<file path="config.mk">
export PLATFORM = sky130hd
export DESIGN_NAME = rf_wb_scheduler
export DESIGN_NICKNAME = d
export VERILOG_FILES = /design/src/rtl/rf_wb_scheduler.sv
export SDC_FILE = /design/constraint.sdc
export NUM_CORES = 1
export LEC_CHECK = 0
export BUFFER_PORTS_ARGS = -buffer_cell sky130_fd_sc_hd__clkbuf_2
export CAP_MARGIN = 15
export CORE_MARGIN = 2
export CORE_UTILIZATION = 40
export DETAILED_ROUTE_END_ITERATION = 6
export REMOVE_ABC_BUFFERS = 1
export SETUP_SLACK_MARGIN = 0.4
export SLEW_MARGIN = 15
export SYNTH_ARGS = -nofsm -noshare
export SYNTH_HDL_FRONTEND = slang
export SYNTH_SLANG_ARGS = --single-unit
</file>
<file path="constraint.sdc">
create_clock -name clock -period 7.3 [get_ports clock]
set_input_delay 1.825 -clock clock [delete_from_list [all_inputs] [get_ports clock]]
set_output_delay 1.825 -clock clock [all_outputs]
set_load 0.01 [all_outputs]
</file>
<file path="src/rtl/rf_wb_scheduler.sv">
`default_nettype none
// ============================================================================
// Module   : rf_wb_scheduler
// Purpose  : Write-port arbiter and RAW hazard scoreboard for the 32x32 MIPS
//            register file (pipeline port 0 has priority, port 1 anti-starve).
// Revision : 1.0  initial release
// ============================================================================
module rf_wb_scheduler #(
    parameter int STARVE_MAX = 4
) (
    input  logic        clock,
    input  logic        reset,
    input  logic        wb0_valid,
    input  logic [4:0]  wb0_rw,
    input  logic [31:0] wb0_data,
    output logic        wb0_ready,
    input  logic        wb1_valid,
    input  logic [4:0]  wb1_rw,
    input  logic [31:0] wb1_data,
    output logic        wb1_ready,
    input  logic        iss_valid,
    input  logic [4:0]  iss_rd,
    output logic        iss_ready,
    input  logic [4:0]  chk_ra,
    input  logic [4:0]  chk_rb,
    output logic        hazard,
    output logic        RegWr,
    output logic [4:0]  RW,
    output logic [31:0] busW,
    output logic [5:0]  pend_cnt
);

    localparam logic [3:0] c_starve_max = 4'(STARVE_MAX);

    logic        regwr_q,  regwr_d;
    logic [4:0]  rw_q,     rw_d;
    logic [31:0] busw_q,   busw_d;
    logic        p1_wr_q,  p1_wr_d;
    logic [3:0]  starve_q, starve_d;
    logic [31:0] busy_q,   busy_d;
    logic [5:0]  pend_q,   pend_d;

    logic w_force;
    logic w_xfer0;
    logic w_xfer1;
    logic w_clr_hit;
    logic w_clr_en;
    logic w_set_en;

    // Grant: a starving port 1 preempts the pipeline for exactly one cycle.
    always_comb begin
        w_force   = wb1_valid && (starve_q == c_starve_max);
        wb0_ready = 1'b1;
        wb1_ready = 1'b0;
        if (w_force) begin
            wb0_ready = 1'b0;
            wb1_ready = 1'b1;
        end else if (!wb0_valid) begin
            wb1_ready = wb1_valid;
        end
        w_xfer0 = wb0_valid && wb0_ready;
        w_xfer1 = wb1_valid && wb1_ready;
    end

    // Busy bit is released only when the port 1 write sits in the output
    // register, so decode keeps stalling through the in-flight cycle.
    always_comb begin
        w_clr_en  = p1_wr_q && (rw_q != 5'd0);
        w_clr_hit = w_clr_en && (rw_q == iss_rd);
        iss_ready = (iss_rd == 5'd0) || !busy_q[iss_rd] || w_clr_hit;
        w_set_en  = iss_valid && iss_ready && (iss_rd != 5'd0);
        hazard    = busy_q[chk_ra] | busy_q[chk_rb];
    end

    always_comb begin
        regwr_d  = 1'b0;
        rw_d     = rw_q;
        busw_d   = busw_q;
        p1_wr_d  = 1'b0;
        starve_d = starve_q;
        busy_d   = busy_q;
        pend_d   = 6'd0;

        if (w_xfer0) begin
            regwr_d = (wb0_rw != 5'd0);
            rw_d    = wb0_rw;
            busw_d  = wb0_data;
        end else if (w_xfer1) begin
            regwr_d = (wb1_rw != 5'd0);
            rw_d    = wb1_rw;
            busw_d  = wb1_data;
            p1_wr_d = 1'b1;
        end

        if (!wb1_valid || w_xfer1) begin
            starve_d = 4'd0;
        end else if (starve_q != c_starve_max) begin
            starve_d = starve_q + 4'd1;
        end

        // Clear before set so a same-register reissue stays marked.
        if (w_clr_en) begin
            busy_d[rw_q] = 1'b0;
        end
        if (w_set_en) begin
            busy_d[iss_rd] = 1'b1;
        end
        busy_d[0] = 1'b0;

        for (int i = 0; i < 32; i++) begin
            pend_d = pend_d + {5'd0, busy_d[i]};
        end
    end

    always_ff @(posedge clock or negedge reset) begin
        if (!reset) begin
            regwr_q  <= 1'b0;
            rw_q     <= 5'd0;
            busw_q   <= 32'd0;
            p1_wr_q  <= 1'b0;
            starve_q <= 4'd0;
            busy_q   <= 32'd0;
            pend_q   <= 6'd0;
        end else begin
            regwr_q  <= regwr_d;
            rw_q     <= rw_d;
            busw_q   <= busw_d;
            p1_wr_q  <= p1_wr_d;
            starve_q <= starve_d;
            busy_q   <= busy_d;
            pend_q   <= pend_d;
        end
    end

    assign RegWr    = regwr_q;
    assign RW       = rw_q;
    assign busW     = busw_q;
    assign pend_cnt = pend_q;

endmodule
`default_nettype wire

</file>
Yosys cells after proc, flatten, opt, wreduce, memory -nomap -nowiden
Index checks and enable logic that the tools add are counted.

storage, ports and cells
  register bits = 80
  input bits = 94
  output and inout bits = 48
  word-level logic and storage cells = 97

operators by class
  add/sub/neg operators = 31
  $lt $le $gt $ge = 6
  equal/unequal tests = 3
  multiplexer cells = 25
  bitwise operators = 4
  reduce and logical (&&, ||, !) cells = 21

operators by type and width
  kind                   number
  $add A6 B1 Y6          25
  $mux W32               4
  $and A32 B32 Y32       1
  $not A32 Y32           1
  $or A32 B32 Y32        1
  $lt A5 B6 Y1 const B   4
  $reduce_bool A5 Y1     4
  $bmux W1 S5            3
  $mux W1                12
  $demux W1 S5           2
  $ge A5 B1 Y1 const B   2
  $mux W5                2
  $logic_and A1 B1 Y1    9
  $mux W4                2
  $add A5 B1 Y6          1
  $add A4 B1 Y5          1
  $eq A5 B5 Y1           1
  $logic_not A5 Y1       1
  $add A3 B1 Y4          1
  $add A4 B1 Y4 const B  1
  $eq A4 B3 Y1 const B   1
  $ne A4 B3 Y1 const B   1
  $reduce_bool A2 Y1     2
  $add A2 B1 Y3          1
  other kinds (4)        7

Depth between registers and ports, before layout
  word-level depth = 39
  depth in mapped cells = 24
  depth with buffers taken out = 21

Least setup slack after synthesis
OpenSTA, ideal clock, no wires.

  kind = input to register
  start point = input iss_rd[3]
  end point = register pend_q[4], in the netlist pend_cnt[4]
  library setup time = 0.080 ns
  arrival time = 7.624 ns
  data required time = 7.220 ns
  slack = -0.403 ns
  cell stages on the path = 20
  buffers on the path = 2
  cell sequence = buf_6 mux4_2 o2bb2ai_2 a31oi_4 a21oi_2 buf_2 o31ai_1 fa_1 inv_1 fa_1 fa_1 inv_1 fa_1 fa_1 fa_1 fa_1 fa_1 a21o_1 a21oi_1 xnor2_1

between the ends
  elaborated cells on any way between the ends = 48
  those cells by class = add/sub (30); order compare (2); eq/ne (1); mux (5); bitwise (1); reduce/logical (9)

RTL lines
  item                                                  line  text
  start: declaration                                    22    input logic [4:0] iss_rd,
  branches (longest 7 deep; another with $lt A5 B6 Y1)  --
  $mux W32 *                                            105   if (w_set_en) begin
  via busy_d[10]                                        40    logic [31:0] busy_q, busy_d;
  $add A6 B1 Y6 * (22 in series)                        111   pend_d = pend_d + {5'd0, busy_d[i]};
  via pend_d[4]                                         41    logic [5:0] pend_q, pend_d;
  end signal: assignment                                131   pend_q <= pend_d;
  end: declaration                                      41

Mark *: on every way through the listed nets, which the timed path passes. The select of a mux whose other input is x is not followed.
A chain may end at the register's enable or synchronous reset.

Worst setup path after layout
  start point = input iss_rd[3]
  end point = register pend_q[4], in the netlist pend_cnt[4]

between the ends
  longest elaborated chain between the ends = 38
  elaborated cells on any way between the ends = 48
  those cells by class = add/sub (30); order compare (2); eq/ne (1); mux (5); bitwise (1); reduce/logical (9)

ends and longest elaborated chain
  item                                                  line
  branches (longest 7 deep; another with $lt A5 B6 Y1)  --
  $mux W32 *                                            105
  $add A1 B1 Y2                                         111
  $add A2 B1 Y3                                         111
  $add A3 B1 Y4                                         111
  $add A4 B1 Y5                                         111
  $add A5 B1 Y6                                         111
  $add A6 B1 Y6 (24 in series)                          111
  $add A6 B1 Y6 *                                       111
  via pend_d[4]                                         41

Marked as above.

==> results.md <==
* Met2 wire len at 8080 um
* Slew margin rel. at 32.4%
* Die Span Y at 121 um
* Dpl hpwl at 13,300 um
* Diode count at 0
* Yosys cell types at 50
* Die width at 121 um
* Fin Hold WS at 0.493 ns
* Run status: finished with violations
* Avg WL per Cell at 19.2 um
* Total CTS buffers at 9
* Port bufs at 141
* CP arrival at 7.62 ns
* Via Count at 4,974
* Synthesized flop and latch total at 80
* Max FO, Critical Path at 6
* Worst R2R Path Depth at 18
* CTS tree: yes
* Critical Path RT at 7.55 ns
* Number of clock sinks at 80
* Worst Setup SP: iss_rd[3]
* GRT Total Usage at 24.5%
* Met3 WL at 1080 um
* H-tree depth at 3
* Commonest non-fill, non-tap cell in the layout: clkbuf_2
* Slew @ Worst Pin at 1.01 ns
* Drt drc at 0
* First drt pass iteration count at 4
* Die area at 0.0148 mm^2
* Launch point of the worst reg-to-reg path: busy_q[18]
* Metal-1 WL at 7440 um
* Pre-CTS setup slack at -0.654 ns
* DR vias/cell at 5.60
* Startpoint types: input pin
* Synth Area per Inst at 10.3 um^2
* Clock Skews at 0.00952 ns
* Most frequent cells in the layout: clkbuf_2, dfrtp_1, o21ai_0
* Initial DRC Count at 289
* Later-pin clock latency in the skew report at 0.34 ns
* Num rows at 42
* WL final at 17,100 um
* Hold Fails Final Rpt at 0
* Worst setup EP type: flip-flop
* Cell Pwr Density at 623 mW/mm^2
* Worst-path clk slew at 0.06 ns
* Power after layout at 0.00447 W
* Initial antenna violation count at 0
* Syn. warnings at 0
* Fmax at 136 MHz
* Worst vdd ir at 0.000775 V
* Period minus WS final at 7.37 ns
* Post-Syn Instances at 535
* Largest net degree at the start of global routing at 81
* R2R Setup Slk at 1.03 ns
* Vias in the first global route at 5,206
* EDFF count, synth at 0
* Mapped Area at 0.00552 mm^2
* Leakage power at 3.27 nW
* Finish-stage setup viols at 1
* Synth async-reset ratio at 100%
* Worst Hold Class: reg2reg
* Nets at 835
* Share of cells above drive strength 1 at 36.6%
* Global route overflow at 0
* Violated checks: setup timing
* R2r endpoint: pend_cnt[4]
* CTS root buf: clkbuf_16
* Fin. max-slew vios at 0
* IO Pins at 142
* Unrepaired setup endpoints after global routing: yes
* Top Layer Used: met4
* First-pass GRT wire length at 27,500 um
* Starting Density at 41.4%
* Crit path to: pend_cnt[4]
* Max_cap viols at 0
* Critical path type: in2reg
* Area Growth Syn to Fin at 29.9%
* Hold buffers post-CTS at 0
* Clock Path Buffers at 2
* Gpl congestion at 0.980
* PnR worst setup slack at -0.0711 ns
* Core Area at 0.0133 mm^2
* Antenna viol nets, final at 0
* Sequential share of the synthesized area at 36.3%
* Final period util at 101%
* Main synth FF type: dfrtp_1
## critical path: stages
cell and delay [ns]:
buf_8 0.08, mux4_2 0.52, o2bb2ai_4 0.15, a31oi_4 0.28, a21oi_4 0.14, buf_6 0.16
o31a_1 0.30, fa_1 0.57, fa_1 0.44, fa_1 0.49, inv_1 0.05, fa_2 0.53
fa_1 0.43, fa_1 0.46, fa_2 0.36, fa_2 0.36, a21o_1 0.20, a21oi_2 0.15
xnor2_1 0.14
## where the power goes
part | switching [W] | internal (W)
logic | 0.00154 | 0.00173
registers | 0.000111 | 0.000598
clock network | 0.000180 | 0.000307
## routing by layer
| layer | global-route usage, % | vias to the layer above |
|---|---|---|
| li1 | - | 2294 |
| met1 | 33.6 | 2424 |
| met5 | 0 | - |
| met2 | 39.1 | 220 |
| met3 | 3.10 | 36 |
| met4 | 10.3 | 0 |
## synth_stat cells (2+ instances only)
cell type  number  area [um^2]
nand4b_1        3         26.3
a21oi_1         6         30.0
buf_1           5         18.8
nor2b_1         2         12.5
mux2i_1        56          561
dfrtp_1        80         2000
fa_1           23          460
o32ai_1         2         17.5
ha_1            9          113
o21ai_0        72          360
nor2_1         17         63.8
nand3b_1       10         75.1
o31a_1         12          105
or3b_2          5         43.8
o211a_1         5         50.1
o31ai_1        18          135
or4_1           2         15.0
inv_1          28          105
o211ai_1        8         60.1
clkbuf_1       28          105
mux4_2         17          383
mux2_2          3         33.8
nor3_1          3         15.0
or3_1           7         43.8
buf_6           3         33.8
nand2b_1        4         25.0
nand4_1         2         12.5
o311ai_0        5         43.8
xnor2_1         8         70.1
nand2_1        50          188
o311a_1         5         50.1
nand3_1         9         45.0
a21o_1          2         15.0
xor2_1          2         17.5
o22ai_1         2         12.5
buf_2           6         30.0
and2_1          3         18.8
## worst min-delay path by stage
stage                 from           to  depth (start not counted)
6_report       starve_q[0]  starve_q[0]                          1
5_1_grt        starve_q[0]  starve_q[0]                          1
4_1_cts        starve_q[0]  starve_q[0]                          1
3_5_place_dp   starve_q[0]  starve_q[0]                          1
3_3_place_gp   starve_q[0]  starve_q[0]                          1
2_1_floorplan  starve_q[0]  starve_q[0]                          1
## through the flow
step                instance area, um^2  instances  setup TNS, ns  utilization (%)
floorplan                          5330        493         -0.457                -
global placement                   6740        869          -1.58             50.5
detailed placement                 6740        869          -2.04             50.5
CTS                                7140        887        -0.0588             53.5
global route                       7170        889         -0.600             53.7
finish                             7170        889        -0.0711             53.7
## logic make-up (layout without fill, tap and decap cells)
family,after synthesis,count (layout),synth area share (%)
AO/OA/AOI/OAI,145,145,17.5
XOR/XNOR,10,10,1.59
adder cells (fa/ha/maj),32,32,10.4
buffers and inverters,70,248,5.30
flip-flops,80,80,36.3
multiplexers,76,76,17.7
AND/OR/NAND/NOR,122,122,11.3
## flip-flops by register name, indices dropped and copies added, names as in the netlist
name	flops
starve_q	4
pend_cnt	6
RegWr	1
p1_wr_q	1
busy_q	31
busW	32
RW	5
## cell type report
class	instances	area [um^2]
clock buffers	10	239
clock inverters	5	81.3
fillers	1237	6170
inverters	28	105
multi-input cells	385	3280
flip-flops and latches	80	2000
well taps	176	220
repair buffers	205	1250
## timing repair
| action | CTS | global route |
|---|---|---|
| setup buffers | 3 | 2 |
| gates cloned | 0 | 0 |
| pin swaps | 3 | 4 |
| resized for setup | 14 | 4 |
| setup endpoints to repair | 5 | 5 |
(Power assumes the default switching activity.)
